--- src/rtl/sd_init_seq.sv ---
`default_nettype none
// +------------------------------------------------------------------------------+
// | sd_init_seq : SD-card SPI-mode init sequencer in front of spi_microSD        |
// | Rev 1.0                                                                      |
// +------------------------------------------------------------------------------+
module sd_init_seq #(
    parameter logic [2:0]  CLKDIV_INIT    = 3'b101,
    parameter int          DUMMY_WORDS    = 2,
    parameter int          CMD0_RETRIES   = 8,
    parameter int          ACMD41_RETRIES = 1000,
    parameter int          TIMEOUT_CYC    = 65535,
    parameter logic [31:0] BLOCK_LEN      = 32'd512
) (
    input  logic        spi_clk_i,
    input  logic        spi_rst_i,
    input  logic        spi_init_i,
    input  logic [47:0] spi_datamicro_i,
    input  logic [7:0]  spi_statusregmicro_i,
    input  logic [7:0]  R1,
    input  logic [31:0] spi_ocr_i,
    input  logic [2:0]  spi_flagreg_i,
    output logic [47:0] spi_datainit_o,
    output logic [8:0]  spi_statusreginit_o,
    output logic        spi_initdone_o,
    output logic        spi_initerr_o,
    output logic [2:0]  spi_errcode_o,
    output logic        spi_sdhc_o
);

    localparam int DW   = $clog2(DUMMY_WORDS + 1);
    localparam int C0W  = $clog2(CMD0_RETRIES + 1);
    localparam int A41W = $clog2(ACMD41_RETRIES + 1);
    localparam int TW   = $clog2(TIMEOUT_CYC + 1);

    localparam logic [DW-1:0]   DUMMY_LAST = DW'(DUMMY_WORDS - 1);
    localparam logic [DW-1:0]   DUMMY_ONE  = DW'(1);
    localparam logic [C0W-1:0]  C0_MAX     = C0W'(CMD0_RETRIES);
    localparam logic [C0W-1:0]  C0_ONE     = C0W'(1);
    localparam logic [A41W-1:0] A41_MAX    = A41W'(ACMD41_RETRIES);
    localparam logic [A41W-1:0] A41_ONE    = A41W'(1);
    localparam logic [TW-1:0]   TMO_MAX    = TW'(TIMEOUT_CYC);
    localparam logic [TW-1:0]   TMO_ONE    = TW'(1);

    localparam logic [3:0] S_IDLE   = 4'd0;
    localparam logic [3:0] S_WAIT   = 4'd1;
    localparam logic [3:0] S_CMD0   = 4'd2;
    localparam logic [3:0] S_CMD8   = 4'd3;
    localparam logic [3:0] S_CMD55  = 4'd4;
    localparam logic [3:0] S_ACMD41 = 4'd5;
    localparam logic [3:0] S_CMD58  = 4'd6;
    localparam logic [3:0] S_CMD59  = 4'd7;
    localparam logic [3:0] S_CMD16  = 4'd8;
    localparam logic [3:0] S_DONE   = 4'd9;
    localparam logic [3:0] S_ERR    = 4'd10;

    localparam logic [2:0] ERR_NONE    = 3'd0;
    localparam logic [2:0] ERR_CMD0    = 3'd1;
    localparam logic [2:0] ERR_ECHO    = 3'd2;
    localparam logic [2:0] ERR_ACMD41  = 3'd3;
    localparam logic [2:0] ERR_TIMEOUT = 3'd4;
    localparam logic [2:0] ERR_R1      = 3'd5;

    localparam logic [7:0] R1_READY   = 8'h00;
    localparam logic [7:0] R1_IDLE    = 8'h01;
    localparam logic [7:0] R1_ILLEGAL = 8'h05;

    localparam logic [47:0] W_DUMMY  = 48'hFFFF_FFFF_FFFF;
    localparam logic [47:0] W_CMD0   = 48'h40_0000_0000_95;
    localparam logic [47:0] W_CMD8   = 48'h48_0000_01AA_87;
    localparam logic [47:0] W_CMD55  = 48'h77_0000_0000_01;
    localparam logic [47:0] W_A41_V2 = 48'h69_4000_0000_77;
    localparam logic [47:0] W_A41_V1 = 48'h69_0000_0000_77;
    localparam logic [47:0] W_CMD58  = 48'h7A_0000_0000_01;
    localparam logic [47:0] W_CMD59  = 48'h7B_0000_0000_FF;
    localparam logic [47:0] W_CMD16  = {8'h50, BLOCK_LEN, 8'hFF};

    logic [3:0]      state_q, state_d;
    logic [DW-1:0]   dummy_q, dummy_d;
    logic [C0W-1:0]  c0_q, c0_d, c0_inc;
    logic [A41W-1:0] a41_q, a41_d, a41_inc;
    logic [TW-1:0]   tmo_q, tmo_d, tmo_inc;
    logic            v2_q, v2_d;
    logic            sdhc_q, sdhc_d;
    logic [2:0]      errcode_q, errcode_d;
    logic            initdone_q, initerr_q;
    logic [47:0]     cmd_q;

    logic            w_cmd_done;
    logic            w_cmd_state;
    logic            w_host;
    logic            w_unused;

    assign w_cmd_done  = spi_flagreg_i[1];
    assign w_host      = (state_q == S_IDLE) || (state_q == S_DONE) || (state_q == S_ERR);
    assign w_cmd_state = !w_host && (state_q != S_WAIT);
    assign w_unused    = ^{spi_flagreg_i[2], spi_flagreg_i[0], spi_ocr_i[31], spi_ocr_i[29:12]};

    // All retry/timeout counters saturate rather than wrap.
    assign c0_inc  = (c0_q  == C0_MAX)  ? c0_q  : c0_q  + C0_ONE;
    assign a41_inc = (a41_q == A41_MAX) ? a41_q : a41_q + A41_ONE;
    assign tmo_inc = (tmo_q == TMO_MAX) ? tmo_q : tmo_q + TMO_ONE;

    function automatic logic [47:0] cmd_word(input logic [3:0] st, input logic v2);
        logic [47:0] w;
        case (st)
            S_WAIT:   w = W_DUMMY;
            S_CMD0:   w = W_CMD0;
            S_CMD8:   w = W_CMD8;
            S_CMD55:  w = W_CMD55;
            S_ACMD41: w = v2 ? W_A41_V2 : W_A41_V1;
            S_CMD58:  w = W_CMD58;
            S_CMD59:  w = W_CMD59;
            S_CMD16:  w = W_CMD16;
            default:  w = '0;
        endcase
        return w;
    endfunction

    always_comb begin
        state_d   = state_q;
        dummy_d   = dummy_q;
        c0_d      = c0_q;
        a41_d     = a41_q;
        tmo_d     = tmo_q;
        v2_d      = v2_q;
        sdhc_d    = sdhc_q;
        errcode_d = errcode_q;

        case (state_q)
            S_IDLE: begin
                if (spi_init_i) state_d = S_WAIT;
            end
            S_WAIT: begin
                if (w_cmd_done) begin
                    if (dummy_q == DUMMY_LAST) begin
                        dummy_d = '0;
                        state_d = S_CMD0;
                    end else begin
                        dummy_d = dummy_q + DUMMY_ONE;
                    end
                end
            end
            S_CMD0: begin
                if (w_cmd_done) begin
                    if (R1 == R1_IDLE) begin
                        state_d = S_CMD8;
                    end else begin
                        c0_d = c0_inc;
                        if (c0_inc == C0_MAX) begin
                            state_d   = S_ERR;
                            errcode_d = ERR_CMD0;
                        end
                    end
                end
            end
            S_CMD8: begin
                if (w_cmd_done) begin
                    if (R1 == R1_IDLE && spi_ocr_i[11:0] == 12'h1AA) begin
                        v2_d    = 1'b1;
                        state_d = S_CMD55;
                    end else if (R1 == R1_IDLE) begin
                        state_d   = S_ERR;
                        errcode_d = ERR_ECHO;
                    end else if (R1 == R1_ILLEGAL) begin
                        v2_d    = 1'b0;
                        state_d = S_CMD55;
                    end else begin
                        state_d   = S_ERR;
                        errcode_d = ERR_R1;
                    end
                end
            end
            S_CMD55: begin
                if (w_cmd_done) begin
                    if (R1 == R1_READY || R1 == R1_IDLE) begin
                        state_d = S_ACMD41;
                    end else begin
                        state_d   = S_ERR;
                        errcode_d = ERR_R1;
                    end
                end
            end
            S_ACMD41: begin
                if (w_cmd_done) begin
                    if (R1 == R1_READY) begin
                        state_d = S_CMD58;
                    end else if (R1 == R1_IDLE) begin
                        a41_d = a41_inc;
                        if (a41_inc == A41_MAX) begin
                            state_d   = S_ERR;
                            errcode_d = ERR_ACMD41;
                        end else begin
                            state_d = S_CMD55;
                        end
                    end else begin
                        state_d   = S_ERR;
                        errcode_d = ERR_R1;
                    end
                end
            end
            S_CMD58: begin
                if (w_cmd_done) begin
                    if (R1 == R1_READY) begin
                        // A v1 card has no CCS bit; whatever OCR says is ignored.
                        sdhc_d  = v2_q & spi_ocr_i[30];
                        state_d = S_CMD59;
                    end else begin
                        state_d   = S_ERR;
                        errcode_d = ERR_R1;
                    end
                end
            end
            S_CMD59: begin
                if (w_cmd_done) begin
                    if (R1 == R1_READY) begin
                        state_d = sdhc_q ? S_DONE : S_CMD16;
                    end else begin
                        state_d   = S_ERR;
                        errcode_d = ERR_R1;
                    end
                end
            end
            S_CMD16: begin
                if (w_cmd_done) begin
                    if (R1 == R1_READY) begin
                        state_d = S_DONE;
                    end else begin
                        state_d   = S_ERR;
                        errcode_d = ERR_R1;
                    end
                end
            end
            default: ;
        endcase

        // Timeout runs from command issue; a response pulse or any state change restarts it.
        if (w_cmd_state && !w_cmd_done) begin
            tmo_d = tmo_inc;
            if (tmo_inc == TMO_MAX) begin
                state_d   = S_ERR;
                errcode_d = ERR_TIMEOUT;
            end
        end else begin
            tmo_d = '0;
        end
        if (state_d != state_q) tmo_d = '0;

        if (!spi_init_i && !w_host) begin
            state_d   = S_IDLE;
            dummy_d   = '0;
            c0_d      = '0;
            a41_d     = '0;
            tmo_d     = '0;
            v2_d      = 1'b0;
            sdhc_d    = 1'b0;
            errcode_d = ERR_NONE;
        end
    end

    always_ff @(posedge spi_clk_i) begin
        if (spi_rst_i) begin
            state_q    <= S_IDLE;
            dummy_q    <= '0;
            c0_q       <= '0;
            a41_q      <= '0;
            tmo_q      <= '0;
            v2_q       <= 1'b0;
            sdhc_q     <= 1'b0;
            errcode_q  <= ERR_NONE;
            initdone_q <= 1'b0;
            initerr_q  <= 1'b0;
            cmd_q      <= '0;
        end else begin
            state_q    <= state_d;
            dummy_q    <= dummy_d;
            c0_q       <= c0_d;
            a41_q      <= a41_d;
            tmo_q      <= tmo_d;
            v2_q       <= v2_d;
            sdhc_q     <= sdhc_d;
            errcode_q  <= errcode_d;
            initdone_q <= (state_d == S_DONE);
            initerr_q  <= (state_d == S_ERR);
            cmd_q      <= cmd_word(state_d, v2_d);
        end
    end

    always_comb begin
        if (w_host) begin
            spi_datainit_o      = spi_datamicro_i;
            spi_statusreginit_o = {spi_statusregmicro_i[7:1], 1'b0, spi_statusregmicro_i[0]};
        end else begin
            spi_datainit_o      = cmd_q;
            spi_statusreginit_o = {CLKDIV_INIT, 3'b000, 1'b1, (state_q == S_WAIT), 1'b1};
        end
    end

    assign spi_initdone_o = initdone_q;
    assign spi_initerr_o  = initerr_q;
    assign spi_errcode_o  = errcode_q;
    assign spi_sdhc_o     = sdhc_q;

endmodule
`default_nettype wire

--- config.mk ---
export PLATFORM = sky130hd
export DESIGN_NAME = sd_init_seq
export DESIGN_NICKNAME = d
export VERILOG_FILES = /design/src/rtl/sd_init_seq.sv
export SDC_FILE = /design/constraint.sdc
export NUM_CORES = 1
export LEC_CHECK = 0
export ABC_AREA = 1
export BUFFER_PORTS_ARGS = -buffer_cell sky130_fd_sc_hd__buf_2
export CORE_ASPECT_RATIO = 2
export CORE_UTILIZATION = 46
export CTS_BUF_LIST = sky130_fd_sc_hd__clkbuf_4 sky130_fd_sc_hd__clkbuf_8
export DETAILED_ROUTE_END_ITERATION = 7
export PLACE_DENSITY = 0.9
export SETUP_SLACK_MARGIN = 0.2
export SYNTH_ARGS = -nofsm -noshare
export SYNTH_HDL_FRONTEND = slang
export SYNTH_SLANG_ARGS = --single-unit
--- constraint.sdc ---
create_clock -name spi_clk_i -period 2.5 [get_ports spi_clk_i]
set_input_delay 0 -clock spi_clk_i [delete_from_list [all_inputs] [get_ports spi_clk_i]]
set_output_delay 0 -clock spi_clk_i [all_outputs]
set_load 0.1 [all_outputs]
==> summary.txt, run 1 <==
Synth
  • Syn_nets: 852
  • Synth Warn #: 0
  • FF+latch count, synth: 60
  • Synthesized area: 4360 um^2
  • Sequential-to-total area share from yosys stat: 0.276
  • EDFF count, synth: 0
  • Asr flop ratio synth: 0
  • Yosys cell types: 44
  • Post-synth top flop: dfxtp_1
  • Mean Syn Cell Area: 5.85 um^2
  • Syn Inst Count: 745

Global routing
  • Largest net degree at the start of global routing: 27
  • Gr ovfl total: 29
  • Tot GR Track Use: 0.558

Place
  • DP HPWL: 12100 um
  • Final GP Congestion: 1.07
  • Worst slack, placed: -0.222 ns
  • Buffers added on ports: 143

Die
  • I/O pin cnt: 165
  • Die Y: 140 um
  • Rows: 49
  • Starting Density: 0.480
  • Die X: 70.8 um

Status
  • Error: [ERROR GRT-0232] Routing congestion too high. Check the congestion heatmap in the GUI.
  • Status: stopped before the end
  • Fail Step: global routing (5_1_grt)

Timing
  • Worst-path end type: register input
  • GRT worst endpoint: cmd_q[3]$_SDFF_PP0_/D

Clocking
  • TritonCTS Buffers: 9
  • H-tree depth: 3
  • Clock root cell: clkbuf_8
  • Clk sink count: 60
  • CTS max path bufs: 2
-- routing by layer --
layer / GRT overflow / track usage
met2: 13 / 0.781
met3: 0 / 0.368
met4: 16 / 0.580
met5: 0 / 0.0370
met1: 0 / 0.514
-- cell families after synthesis --
logic type | synth area share
simple gates | 0.445
buf+inv | 0.115
compound gates | 0.129
flops | 0.276
xor+xnor | 0.0221
fa+ha+maj | 0.0144
-- synth_stat cells (3+ instances only) --
| library cell | number | share of area |
|---|---|---|
| a211oi_1 | 6 | 0.010 |
| a21oi_1 | 37 | 0.042 |
| buf_1 | 3 | 0.0026 |
| clkbuf_1 | 12 | 0.010 |
| dfxtp_1 | 60 | 0.28 |
| ha_1 | 5 | 0.014 |
| inv_1 | 100 | 0.086 |
| inv_2 | 8 | 0.0069 |
| nand2_1 | 247 | 0.21 |
| nand2_2 | 7 | 0.010 |
| nand3_1 | 40 | 0.046 |
| nand4_1 | 7 | 0.010 |
| nor2_1 | 89 | 0.077 |
| nor2_2 | 20 | 0.029 |
| nor2_4 | 3 | 0.0078 |
| nor3_1 | 14 | 0.016 |
| o211ai_1 | 5 | 0.0086 |
| o21ai_0 | 30 | 0.034 |
| o21ai_1 | 6 | 0.0069 |
| or2_2 | 8 | 0.011 |
| xnor2_1 | 3 | 0.0060 |
| xor2_1 | 8 | 0.016 |
-- timing repair --
action	in CTS
resized for setup	70
pin swaps	13
cloned	1
hold endpoints to repair	8
buffers inserted	20
setup endpoints to repair	108
hold buffers	2
-- metrics by stage --
stage               std cells  area, um^2  TNS, ns  utilization
floorplan                 745        4400        0            -
global placement         1018        6280   -0.108        0.692
detailed placement       1018        6280    -3.58        0.692
CTS                      1055        6900   -0.199        0.760
==> run 2, diff against run 1 <==
==> config.mk (replaced) <==
export PLATFORM = sky130hd
export DESIGN_NAME = sd_init_seq
export DESIGN_NICKNAME = d
export VERILOG_FILES = /design/src/rtl/sd_init_seq.sv
export SDC_FILE = /design/constraint.sdc
export NUM_CORES = 1
export LEC_CHECK = 0
export ABC_AREA = 1
export BUFFER_PORTS_ARGS = -buffer_cell sky130_fd_sc_hd__buf_2
export CORE_UTILIZATION = 35
export DETAILED_ROUTE_END_ITERATION = 7
export PLACE_DENSITY_LB_ADDON = 0.15
export SYNTH_ARGS = -nofsm -noshare
export SYNTH_HDL_FRONTEND = slang
export SYNTH_SLANG_ARGS = --single-unit
==> constraint.sdc (replaced) <==
create_clock -name spi_clk_i -period 3.2 [get_ports spi_clk_i]
set_input_delay 0 -clock spi_clk_i [delete_from_list [all_inputs] [get_ports spi_clk_i]]
set_output_delay 0 -clock spi_clk_i [all_outputs]
set_load 0.1 [all_outputs]
==> summary.txt, run 2 <==
Status
  • Status: finished, final reports clean

Timing
  • Worst slew pin tran: 0.549 ns
  • Slew HR: 0.631
  • Clock skew: 0.00655 ns
  • Final worst path period share: 0.882
  • Setup TNS Final: 0 ns
  • Final worst slack: 0.378 ns
  • Maximum clock frequency: 354 MHz
  • RSZ-0062 raised after global routing: false
  • Final min period: 2.82 ns
  • Final hold slack: 0.0490 ns
  • Max-slew violation count: 0
  • Final setup vio count: 0
  • Hold Violations, Final: 0

Clocking
  • Worst-path clk slew: 0.05 ns
  • Clk sink count: 60 (unchanged)
  • CTS max path bufs: 2 (unchanged)
  • CTS tree: yes
  • H-tree depth: 3 (unchanged)
  • Clock root cell: clkbuf_16
  • Skew-Pair Late Insertion Delay: 0.32 ns
  • TritonCTS Buffers: 9 (unchanged)

Place
  • Final GP Congestion: 0.891 (-17%)
  • Buffers added on ports: 143 (unchanged)
  • Worst slack, placed: 0.378 ns (+0.600 ns)
  • DP HPWL: 10200 um (-16%)

Synth
  • Sequential-to-total area share from yosys stat: 0.276 (unchanged)
  • Top post-synthesis cells by count: 247 x nand2_1, 100 x inv_1, 89 x nor2_1
  • Syn_nets: 852 (unchanged)
  • Area leader, netlist: dfxtp_1
  • Syn Inst Count: 745 (unchanged)
  • Yosys cell types: 44 (unchanged)
  • Post-synth top flop: dfxtp_1
  • Most common cell in the synthesized netlist: nand2_1
  • Synthesized area: 4360 um^2 (unchanged)
  • Synth Warn #: 0 (unchanged)
  • Mean Syn Cell Area: 5.85 um^2 (unchanged)
  • FF+latch count, synth: 60 (unchanged)
  • EDFF count, synth: 0 (unchanged)
  • Top cells by area, synth: dfxtp_1 28%, nand2_1 21%, inv_1 8.6%
  • Asr flop ratio synth: 0 (unchanged)
  • Yosys top cell area share: 0.276 (unchanged)

Drt
  • Routed wire length: 12800 um
  • Vias per cell: 4.71
  • Pre-antenna DRT Iters: 5
  • Drt initial violations: 265
  • DR WL/cell: 12.0 um
  • DRT antenna net count: 0
  • Residual DRC: 0
  • Via count: 4986

Power and ir drop
  • Leak: 3.21 nW
  • Power Density: 512 nW/um^2
  • Worst vdd ir: 252 uV

Layout
  • Most common cell after layout, fill and taps aside: nand2_1
  • Area taken by multi-input logic gates: 2660 um^2
  • Most frequent cells in the layout: 246 x nand2_1, 100 x inv_1, 91 x buf_2
  • P&R area growth vs syn: 45.4%
  • Reg with most FFs: cmd_q
  • Largest regs: cmd_q: 17 flops, tmo_q: 16 flops, a41_q: 10 flops
  • Seq. cell area: 1200 um^2
  • Nets@finish: 994
  • Max reg flops: 17
  • Share of layout cells above drive strength 1: 0.246
  • Inserted Diodes: 0
  • Fillers: 1273

Global routing
  • Tot GR Track Use: 0.204
  • Largest net degree at the start of global routing: 36
  • Initial antenna violation count: 0
  • Vias in the first global route: 4507
  • First-pass GRT wire length: 21100 um
  • Gr ovfl total: 0

Setup path
  • Type of origin of the critical path: register
  • Slowest-stage cell, CP: dfxtp_1
  • Kind of end point of the critical path: register
  • Critical path class: register to register
  • Crit path DAT: 3.07 ns
  • Critical Path RT: 3.45 ns
  • CP peak stage delay: 0.38 ns
  • Critical Path Fanout Max: 16
  • Most frequent CP cell: inv_2
  • CP top delay family: simple AND/OR/NAND/NOR gates
  • Cell Chain, Critical Path: ha_1, nand3_2, inv_2, nand2_2, nor2_4, inv_2, o21ai_1, nor2_1, nand4_1, inv_2, nand2_4, and2_4, inv_2, a21oi_2, nand4_4, nor2_1
  • Sum of buffers and inverters on the critical path: 4

Die
  • Die X: 114 um (+60%)
  • Die Y: 114 um (-19%)
  • Rows: 40 (-18%)
  • Core area: 12100 um^2
  • Starting Density: 0.361 (-0.119)
  • Die ar.: 12900 um^2
  • I/O pin cnt: 165 (unchanged)

Hold path
  • Hold WC Path Type: primary input to register

Job
  • MaxCap Viol Count: 0
## run 2: logic make-up (layout without fill, tap and decap cells)
family / count (synthesis) / in the layout / share of synthesized area
simple gates: 443 / 443 / 0.445
buf+inv: 128 / 274 / 0.115
compound gates: 98 / 98 / 0.129
flops: 60 / 60 / 0.276
xor+xnor: 11 / 11 / 0.0221
fa+ha+maj: 5 / 5 / 0.0144
## run 2: stage by stage
| stage | total power [mW] | utilization | cell area, um^2 | cells |
|---|---|---|---|---|
| 2_1_floorplan | 1.75 | - | 4360 | 745 |
| 5_1_grt | 3.38 | 0.525 | 6330 | 1059 |
| 4_1_cts | 3.28 | 0.525 | 6330 | 1059 |
| 3_5_place_dp | 2.28 | 0.499 | 6020 | 1043 |
| 6_report | 3.24 | 0.525 | 6330 | 1059 |
| 3_3_place_gp | 2.28 | 0.499 | 6020 | 1043 |
## run 2: path summary, 6_finish.rpt
| kind | startpoint | to | slack (ns) | cells past startpoint |
|---|---|---|---|---|
| min reg2reg | dummy_q[1] | dummy_q[1] | 0.44 | 2 |
| min | spi_ocr_i[30] | spi_sdhc_o | 0.05 | 5 |
| max | tmo_q[0] | tmo_q[11] | 0.38 | 16 |
| max reg2reg | tmo_q[0] | tmo_q[11] | 0.38 | 16 |
## run 2: report_power, final
group	internal, mW	switching [mW]
Sequential	0.779	0.0131
Combinational	0.460	1.01
Clock	0.662	0.320
## run 2: worst min-delay path, stage by stage
cell	delay, ns
buf_2	0.07
nand2_1	0.04
inv_1	0.04
o21ai_0	0.07
a21oi_1	0.11
## run 2: timing repair
action                                  CTS  global route
endpoints found under the setup margin    0            26
buffers inserted                          0             0
endpoints found under the hold margin     7             0
resized for setup                         0             1
hold buffers                              1             0
## run 2: cell type report
class,instances,share of cell area
Tap cell,168,0.0332
Inverter,110,0.0652
Timing Repair Buffer,149,0.244
Clock inverter,1,0.00474
Clock buffer,14,0.0433
Sequential cell,60,0.190
Multi-Input combinational cell,557,0.420
## run 2: layer usage
layer	share of wire	track usage
met1	0.45	0.245
met2	0.49	0.363
met3	0.055	0.0462
met4	0.010	0.0596
met5	0	0
Note: power is estimated with default switching activity, not from simulation.
